===== src/rtl/critical_error_report_arbiter.sv =====
// Serializes critical-error events from NUM_SRC checkers onto one difftest reporting channel.
// Each source has a one-entry slot that merges repeats. A round-robin grant and a sticky halt flag complete the block.
module critical_error_report_arbiter #(
  parameter int NUM_SRC  = 4,
  parameter int COREID_W = 8,
  parameter int CNT_W    = 16
) (
  input  logic                        clock,
  input  logic                        reset_n,
  input  logic [NUM_SRC-1:0]          io_in_valid,
  input  logic [NUM_SRC-1:0]          io_in_criticalError,
  input  logic [NUM_SRC*COREID_W-1:0] io_in_coreid,
  output logic                        io_out_valid,
  input  logic                        io_out_ready,
  output logic                        io_out_criticalError,
  output logic [COREID_W-1:0]         io_out_coreid,
  output logic [$clog2(NUM_SRC)-1:0]  io_out_src,
  output logic [CNT_W-1:0]            io_merge_cnt,
  output logic                        io_halt
);

  localparam int SRC_W = $clog2(NUM_SRC);
  localparam int MW    = $clog2(NUM_SRC + 1);
  localparam int SUM_W = CNT_W + MW;
  localparam logic [SRC_W:0]   NUM_SRC_L = (SRC_W + 1)'(NUM_SRC);
  localparam logic [SRC_W-1:0] LAST_SRC  = SRC_W'(NUM_SRC - 1);
  localparam logic [SUM_W-1:0] CNT_MAX   = SUM_W'({CNT_W{1'b1}});

  typedef enum logic {IDLE, SEND} state_t;

  state_t              state;
  state_t              state_next;
  logic [NUM_SRC-1:0]  pend;
  logic [NUM_SRC-1:0]  pend_crit;
  logic [COREID_W-1:0] pend_id [NUM_SRC];
  logic [SRC_W-1:0]    rr_ptr;
  logic                any_pend;
  logic                do_grant;
  logic [SRC_W-1:0]    grant_idx;
  logic [NUM_SRC-1:0]  grant_oh;
  logic [NUM_SRC-1:0]  merge;
  logic [MW-1:0]       merge_num;
  logic [SUM_W-1:0]    cnt_sum;
  logic [CNT_W-1:0]    cnt_next;

  assign any_pend     = |pend;
  assign io_out_valid = (state == SEND);

  // Search for the first pending slot, starting at rr_ptr and wrapping around
  always_comb begin
    logic [SRC_W:0] idx;
    logic           found;
    idx       = '0;
    found     = 1'b0;
    grant_idx = '0;
    for (int k = 0; k < NUM_SRC; k++) begin
      idx = {1'b0, rr_ptr} + (SRC_W + 1)'(k);
      if (idx >= NUM_SRC_L) idx = idx - NUM_SRC_L;
      if (!found && pend[idx[SRC_W-1:0]]) begin
        found     = 1'b1;
        grant_idx = idx[SRC_W-1:0];
      end
    end
  end

  always_comb begin
    state_next = state;
    do_grant   = 1'b0;
    case (state)
      IDLE: begin
        if (any_pend) begin
          do_grant   = 1'b1;
          state_next = SEND;
        end
      end
      SEND: begin
        if (io_out_ready) begin
          if (any_pend) do_grant = 1'b1;
          else          state_next = IDLE;
        end
      end
      default: state_next = IDLE;
    endcase
  end

  // A slot being granted on this edge takes a new event as a fresh capture, not a merge
  always_comb begin
    grant_oh  = '0;
    merge     = '0;
    merge_num = '0;
    if (do_grant) grant_oh[grant_idx] = 1'b1;
    for (int i = 0; i < NUM_SRC; i++) begin
      merge[i]  = io_in_valid[i] & pend[i] & ~grant_oh[i];
      merge_num = merge_num + MW'(merge[i]);
    end
    cnt_sum  = SUM_W'(io_merge_cnt) + SUM_W'(merge_num);
    cnt_next = (cnt_sum > CNT_MAX) ? {CNT_W{1'b1}} : cnt_sum[CNT_W-1:0];
  end

  always_ff @(posedge clock or negedge reset_n) begin
    if (!reset_n) begin
      state                <= IDLE;
      rr_ptr               <= '0;
      io_out_criticalError <= 1'b0;
      io_out_coreid        <= '0;
      io_out_src           <= '0;
      io_merge_cnt         <= '0;
      io_halt              <= 1'b0;
    end else begin
      state        <= state_next;
      io_merge_cnt <= cnt_next;
      if (io_out_valid && io_out_ready && io_out_criticalError) io_halt <= 1'b1;
      if (do_grant) begin
        io_out_criticalError <= pend_crit[grant_idx];
        io_out_coreid        <= pend_id[grant_idx];
        io_out_src           <= grant_idx;
        rr_ptr               <= (grant_idx == LAST_SRC) ? '0 : grant_idx + 1'b1;
      end
    end
  end

  always_ff @(posedge clock or negedge reset_n) begin
    if (!reset_n) begin
      pend      <= '0;
      pend_crit <= '0;
      for (int i = 0; i < NUM_SRC; i++) pend_id[i] <= '0;
    end else begin
      for (int i = 0; i < NUM_SRC; i++) begin
        if (io_in_valid[i] && (!pend[i] || grant_oh[i])) begin
          pend[i]      <= 1'b1;
          pend_crit[i] <= io_in_criticalError[i];
          pend_id[i]   <= io_in_coreid[i*COREID_W +: COREID_W];
        end else if (io_in_valid[i]) begin
          pend_crit[i] <= pend_crit[i] | io_in_criticalError[i];
        end else if (grant_oh[i]) begin
          pend[i] <= 1'b0;
        end
      end
    end
  end

endmodule


===== config.mk =====
export PLATFORM = sky130hd
export DESIGN_NAME = critical_error_report_arbiter
export DESIGN_NICKNAME = d
export VERILOG_FILES = /design/src/rtl/critical_error_report_arbiter.sv
export SDC_FILE = /design/constraint.sdc
export NUM_CORES = 1
export LEC_CHECK = 0
export CAP_MARGIN = 20
export CORE_MARGIN = 2
export CORE_UTILIZATION = 25
export CTS_BUF_LIST = sky130_fd_sc_hd__clkbuf_8
export DETAILED_ROUTE_END_ITERATION = 7
export SLEW_MARGIN = 10
export SYNTH_ARGS = -nofsm -noshare
export SYNTH_HDL_FRONTEND = slang
export SYNTH_SLANG_ARGS = --single-unit

===== constraint.sdc =====
create_clock -name clock -period 4.4 [get_ports clock]
set_input_delay 0.88 -clock clock [delete_from_list [all_inputs] [get_ports clock]]
set_output_delay 0.88 -clock clock [all_outputs]
set_load 0.1 [all_outputs]

# ---- Word-level counts from Yosys, hierarchy flattened
# Index checks and enable logic that the tools add are counted.
dict set report totals {
  reg_bits 71
  out_inout_bits 29
  wordCells 154
}
dict set report op_classes {
  addsub 12
  order_cmp 12
  eq_ne 5
  mux 54
  n_bitwise 18
  n_reduce_logical 34
}
# operator n
set ops {}
lappend ops {{$mux W1} 32}
lappend ops {{$mux W2} 9}
lappend ops {{$add A16 B3 Y17} 1}
lappend ops {{$gt A17 B16 Y1 const B} 1}
lappend ops {{$bmux W8 S2} 1}
lappend ops {{$mux W16} 1}
lappend ops {{$mux W8} 2}
lappend ops {{$reduce_bool A2 Y1} 8}
lappend ops {{$lt A2 B3 Y1 const B} 5}
lappend ops {{$ge A3 B3 Y1 const B} 4}
lappend ops {{$bmux W1 S2} 5}
lappend ops {{$logic_and A1 B1 Y1} 10}
lappend ops {{$and A1 B1 Y1} 8}
lappend ops {{$ne A2 B1 Y1 const B} 4}
lappend ops {{$reduce_and A2 Y1} 4}
lappend ops {{$sub A2 B1 Y2 const B} 4}
lappend ops {{$logic_not A1 Y1} 7}
lappend ops {{$add A2 B2 Y3 const B} 2}
lappend ops {{$not A1 Y1} 5}
lappend ops {{$logic_or A1 B1 Y1} 4}
lappend ops {{$mux W4} 1}
lappend ops {{$or A1 B1 Y1} 4}
lappend ops {{$pmux W1 S2} 2}
lappend ops {{$reduce_or A4 Y1} 1}
lappend ops {{other kinds (10)} 10}

# ---- Logic depth before layout (Yosys ltp)
dict set report depth {
  depth_word 27
  depth_mapped 16
  mapped_depth_nobuf 15
}

# ---- Worst setup path after synthesis
# No wires, ideal clock.
dict set report synth_path {
  path_kind {reg2reg}
  startpoint {register state (netlist: io_out_valid)}
  endpoint {register io_merge_cnt[13]}
  setup_time_ps 83
  t_arrival_ps 4197
  slack_ps 120
  path_stages_with_launch 14
  path_buffers 3
  period_less_slack_ps 4280
  path_cell_list {dfrtp_1 > a21o_1 > buf_2 > buf_1 > o211ai_1 > fa_1 > fa_1 > inv_1 > fa_1 > nand2_1 > nor4_1 > nand4_1 > clkbuf_1 > a31oi_1}
}
dict set report synth_via {
  elab_chain_len 11
}
# element line_no
set synth_lines {}
lappend synth_lines {{from (decl)} 31} ;# state_t state;
lappend synth_lines {{from (signal assigned)} 110} ;# state <= state_next;
lappend synth_lines {{$not A1 Y1} -}
lappend synth_lines {{$pmux W1 S2 *} 69} ;# case (state)
lappend synth_lines {{$mux W4 *} 91} ;# if (do_grant) grant_oh[grant_idx] = 1'b1;
lappend synth_lines {{$not A1 Y1} 93} ;# merge[i] = io_in_valid[i] & pend[i] & ~grant_oh[i];
lappend synth_lines {{$and A1 B1 Y1} 93}
lappend synth_lines {{$add A1 B1 Y2} 94} ;# merge_num = merge_num + MW'(merge[i]);
lappend synth_lines {{$add A2 B1 Y3} 94}
lappend synth_lines {{$add A3 B1 Y3 *} 94}
lappend synth_lines {{$add A16 B3 Y17 *} 96} ;# cnt_sum = SUM_W'(io_merge_cnt) + SUM_W'(merge_num);
lappend synth_lines {{$gt A17 B16 Y1} 97} ;# cnt_next = (cnt_sum > CNT_MAX) ? {CNT_W{1'b1}} : cnt_sum[CNT_W-1:0];
lappend synth_lines {{$mux W16 *} 97}
lappend synth_lines {{via cnt_next[13]} 44} ;# logic [CNT_W-1:0] cnt_next;
lappend synth_lines {{to (signal assigned)} 111} ;# io_merge_cnt <= cnt_next;
lappend synth_lines {{to (decl)} 18} ;# output logic [CNT_W-1:0] io_merge_cnt,
# The timed path passes the listed nets; every way through them passes the cells marked *.
# A chain may end at the register's enable or synchronous reset.

# ---- Worst setup path after layout
dict set report layout_path {
  startpoint {input io_out_ready}
  endpoint {register io_merge_cnt[5]}
}
dict set report layout_via {
  elab_chain_len 11
}
# element line_no
set layout_lines {}
lappend layout_lines {{from (decl)} 14} ;# input logic io_out_ready,
lappend layout_lines {{$mux W1 *} 77} ;# if (io_out_ready) begin
lappend layout_lines {{$pmux W1 S2 *} 69}
lappend layout_lines {{$mux W4 *} 91}
lappend layout_lines {{$not A1 Y1} 93}
lappend layout_lines {{$and A1 B1 Y1} 93}
lappend layout_lines {{$add A1 B1 Y2} 94}
lappend layout_lines {{$add A2 B1 Y3} 94}
lappend layout_lines {{$add A3 B1 Y3 *} 94}
lappend layout_lines {{$add A16 B3 Y17 *} 96}
lappend layout_lines {{$gt A17 B16 Y1} 97}
lappend layout_lines {{$mux W16 *} 97}
lappend layout_lines {{via cnt_next[5]} 44}
# Marked as above.

==> impl_metrics.yaml <==
setup_path:
  critPathRequiredTime_ns: 4.66
  cp-endpoint: "io_merge_cnt[5]"
  cp_data_arrival_time_ns: 4.27
  setup.worst_path.class: "primary input to register"
  cp-end-kind: "register"
  worstRegToRegCells: 14
  startpoint: "io_out_ready"
  reg2reg_to: "io_merge_cnt[5]"
  r2r-start: "pend[1]"
  ff2ff_setup_slack_ns: 0.51
  critPathLaunchType: "primary input"
  path_max_fanout: 9
timing:
  finalCritPeriodShare_pct: 91.1
  setup_viol: 0
  hold_violations: 0
  finalClockSkew_ns: 0.0128
  setup_tns_ns: 0
  relSlewSlack_pct: 33.8
  tightest_slew_ns: 0.990
  maxSlewViolCount: 0
  fmax_mhz: 249
  holdWs_ns: 0.469
  rsz0062_at_grt: "no"
  period_needed_ns: 4.01
global_routing:
  grt_pass1_wl_um: 12800
  grt_antenna_before_repair: 0
  grt_max_degree: 47
  grt_pass1_vias: 2463
  grt_usage_pct: 11.7
  grt-ovfl-total: 0
logic_synthesis:
  synth_warnings: 0
  synth_cell_types: 46
  synth_top_area_share_pct: 53.4
  synth_nets: 336
  synthArstFlopShare_pct: 100
  syn_inst: 287
  synth.top_cells.by_area: "dfrtp_1, mux2_2, nand2_1"
  synth-seq-cells: 71
  syn_area_per_cell_um2: 11.6
  syn-cell-area_mm2: 0.00333
  synth_edf_count: 0
  synth_top_cell_by_area: "dfrtp_1"
  ys_seq_area_share_pct: 53.4
  synth_flop_cell: "dfrtp_1"
route:
  drt-met1-wl_um: 3560
  wl_per_cell_um: 14.3
  ant_nets: 0
  highest_layer: "met4"
  first_pass_iters: 4
  wirelength_um: 7860
  drtIter0Drc: 56
  dr_total_vias: 2475
  dr_wl_met2_um: 3820
  drc: 0
  via_per_inst: 4.50
  met3_length_um: 302
floorplan:
  row_count: 42
  fp.dieH_um: 119
  ioPinCount: 72
  die_w_um: 119
  initial_utilization_pct: 25.3
  dieArea_mm2: 0.0142
  core_mm2: 0.0131
final_layout:
  final_nets: 418
  nFillCells: 1361
  design_area_mm2: 0.00455
  layout-drive-gt1-share_pct: 19.3
  diodes: 0
  area_growth_pct: 36.7
  final_util_pct: 34.6
power:
  leakage_uw: 0.00190
  ir_drop_v: 0.000593
  p_per_area_mw_per_mm2: 823
cts:
  cts_setup_buffers: 0
  cts_resized: 0
  clockBufferDepth: 2
  clock_latency_ns: 0.34
  clock-root-buffer: "clkbuf_8"
  ctsHoldBuffers: 0
  numCtsBuffers: 9
  clock-sinks: 71
  htree_levels: 3
  path_clk_slew_ns: 0.08
  cts_tree: "yes"
min_path:
  hold_path.class: "register to register"
place:
  placed_cell_area_mm2: 0.00428
  place_congestion: 0.868
  hpwlAfterDp_um: 5910
  numPortBuffers: 71
status:
  status: "completed"
flow_run:
  max-cap-violations: 0
==> layout make-up <==
class,count,area [µm²],area share (%)
clock buffer,9,124,2.72
multi-input combinational,192,1460,32.0
sequential,71,1780,39.1
inverter,13,48.8,1.07
timing repair buffer,82,808,17.8
clock inverter,7,114,2.50
tap,176,220,4.84
==> placed cells by master, fill, tap and decap left out, types with 5 or more instances in the layout <==
cell type        Yosys  layout
mux2i_1              8       8
and3_1               5       5
nor3b_1              9       9
dfrtp_1             71      71
clkdlybuf4s50_1      0      70
inv_1               12      14
buf_4                0      10
o22ai_1              9       9
nor2b_1              5       5
clkbuf_8             0       9
a211oi_1            10      10
nand3_1              6       6
a21oi_1              8       8
o21ai_0             17      17
mux2_2              34      34
nand2_1             28      28
==> cells by family (layout without fill, tap and decap cells) <==
group	after synthesis	count (layout)	share of synthesized area [%]
AO/OA/AOI/OAI	63	63	13.1
XOR/XNOR	6	6	1.58
adder cells (fa/ha/maj)	6	6	2.93
buffers and inverters	24	111	2.86
flip-flops	71	71	53.4
multiplexers	42	42	13.9
AND/OR/NAND/NOR	75	75	12.3
==> worst max-delay path: stages <==
cell and delay (ns):
clkdlybuf4s50_1 0.48, inv_1 0.07, a21oi_1 0.22, nand3_1 0.14, o21ai_1 0.16, or2_1 0.14
fa_1 0.44, fa_1 0.45, inv_1 0.08, fa_1 0.21, nand2_1 0.10, nor4_1 0.36
nand4_1 0.23, buf_4 0.23, o21ai_0 0.07
==> worst min-delay path by stage <==
stage,endpoint,cells after the start,start
after floorplan,pend_crit[3],1,pend_crit[3]
after global placement,io_halt,1,io_halt
after detailed placement,io_halt,1,io_halt
after CTS,io_halt,1,io_halt
after global routing,io_halt,1,io_halt
final,io_halt,1,io_halt
==> metal layers <==
layer  up-vias  global-route usage (%)
li1       1195                       -
met3        17                    2.83
met4         0                    5.00
met5         -                       0
met2        52                    18.6
met1      1211                    15.1
==> power by group <==
group / leakage [µW] / switching (µW) / internal (µW)
registers: 0.000839 / 206 / 941
logic: 0.000938 / 1260 / 719
clock network: 0.000122 / 244 / 373
==> flip-flops by register name, summed over array words and instances (netlist names) <==
register	cells
pend_id	32
io_merge_cnt	16
io_out_coreid	8
pend	4
pend_crit	4
io_out_src	2
rr_ptr	2
io_halt	1
io_out_criticalError	1
io_out_valid	1
==> synthesized netlist by cell type, drive strengths merged, types with 6 or more instances <==
library cell / count
o22ai: 10
a21oi: 8
inv: 13
nand3: 6
nand2: 30
mux2i: 8
nor3b: 9
o21ai: 19
a211oi: 10
dfrtp: 71
mux2: 34
clkbuf: 6
==> metrics by stage <==
step	cells	power [µW]	setup slack (ns)
final	550	3740	0.391
after global routing	550	4000	0.123
after CTS	549	3790	0.409
after detailed placement	533	3160	0.0369
after global placement	533	3120	0.105
after floorplan	287	2650	0.120
Note: power is estimated with default switching activity, not from simulation.
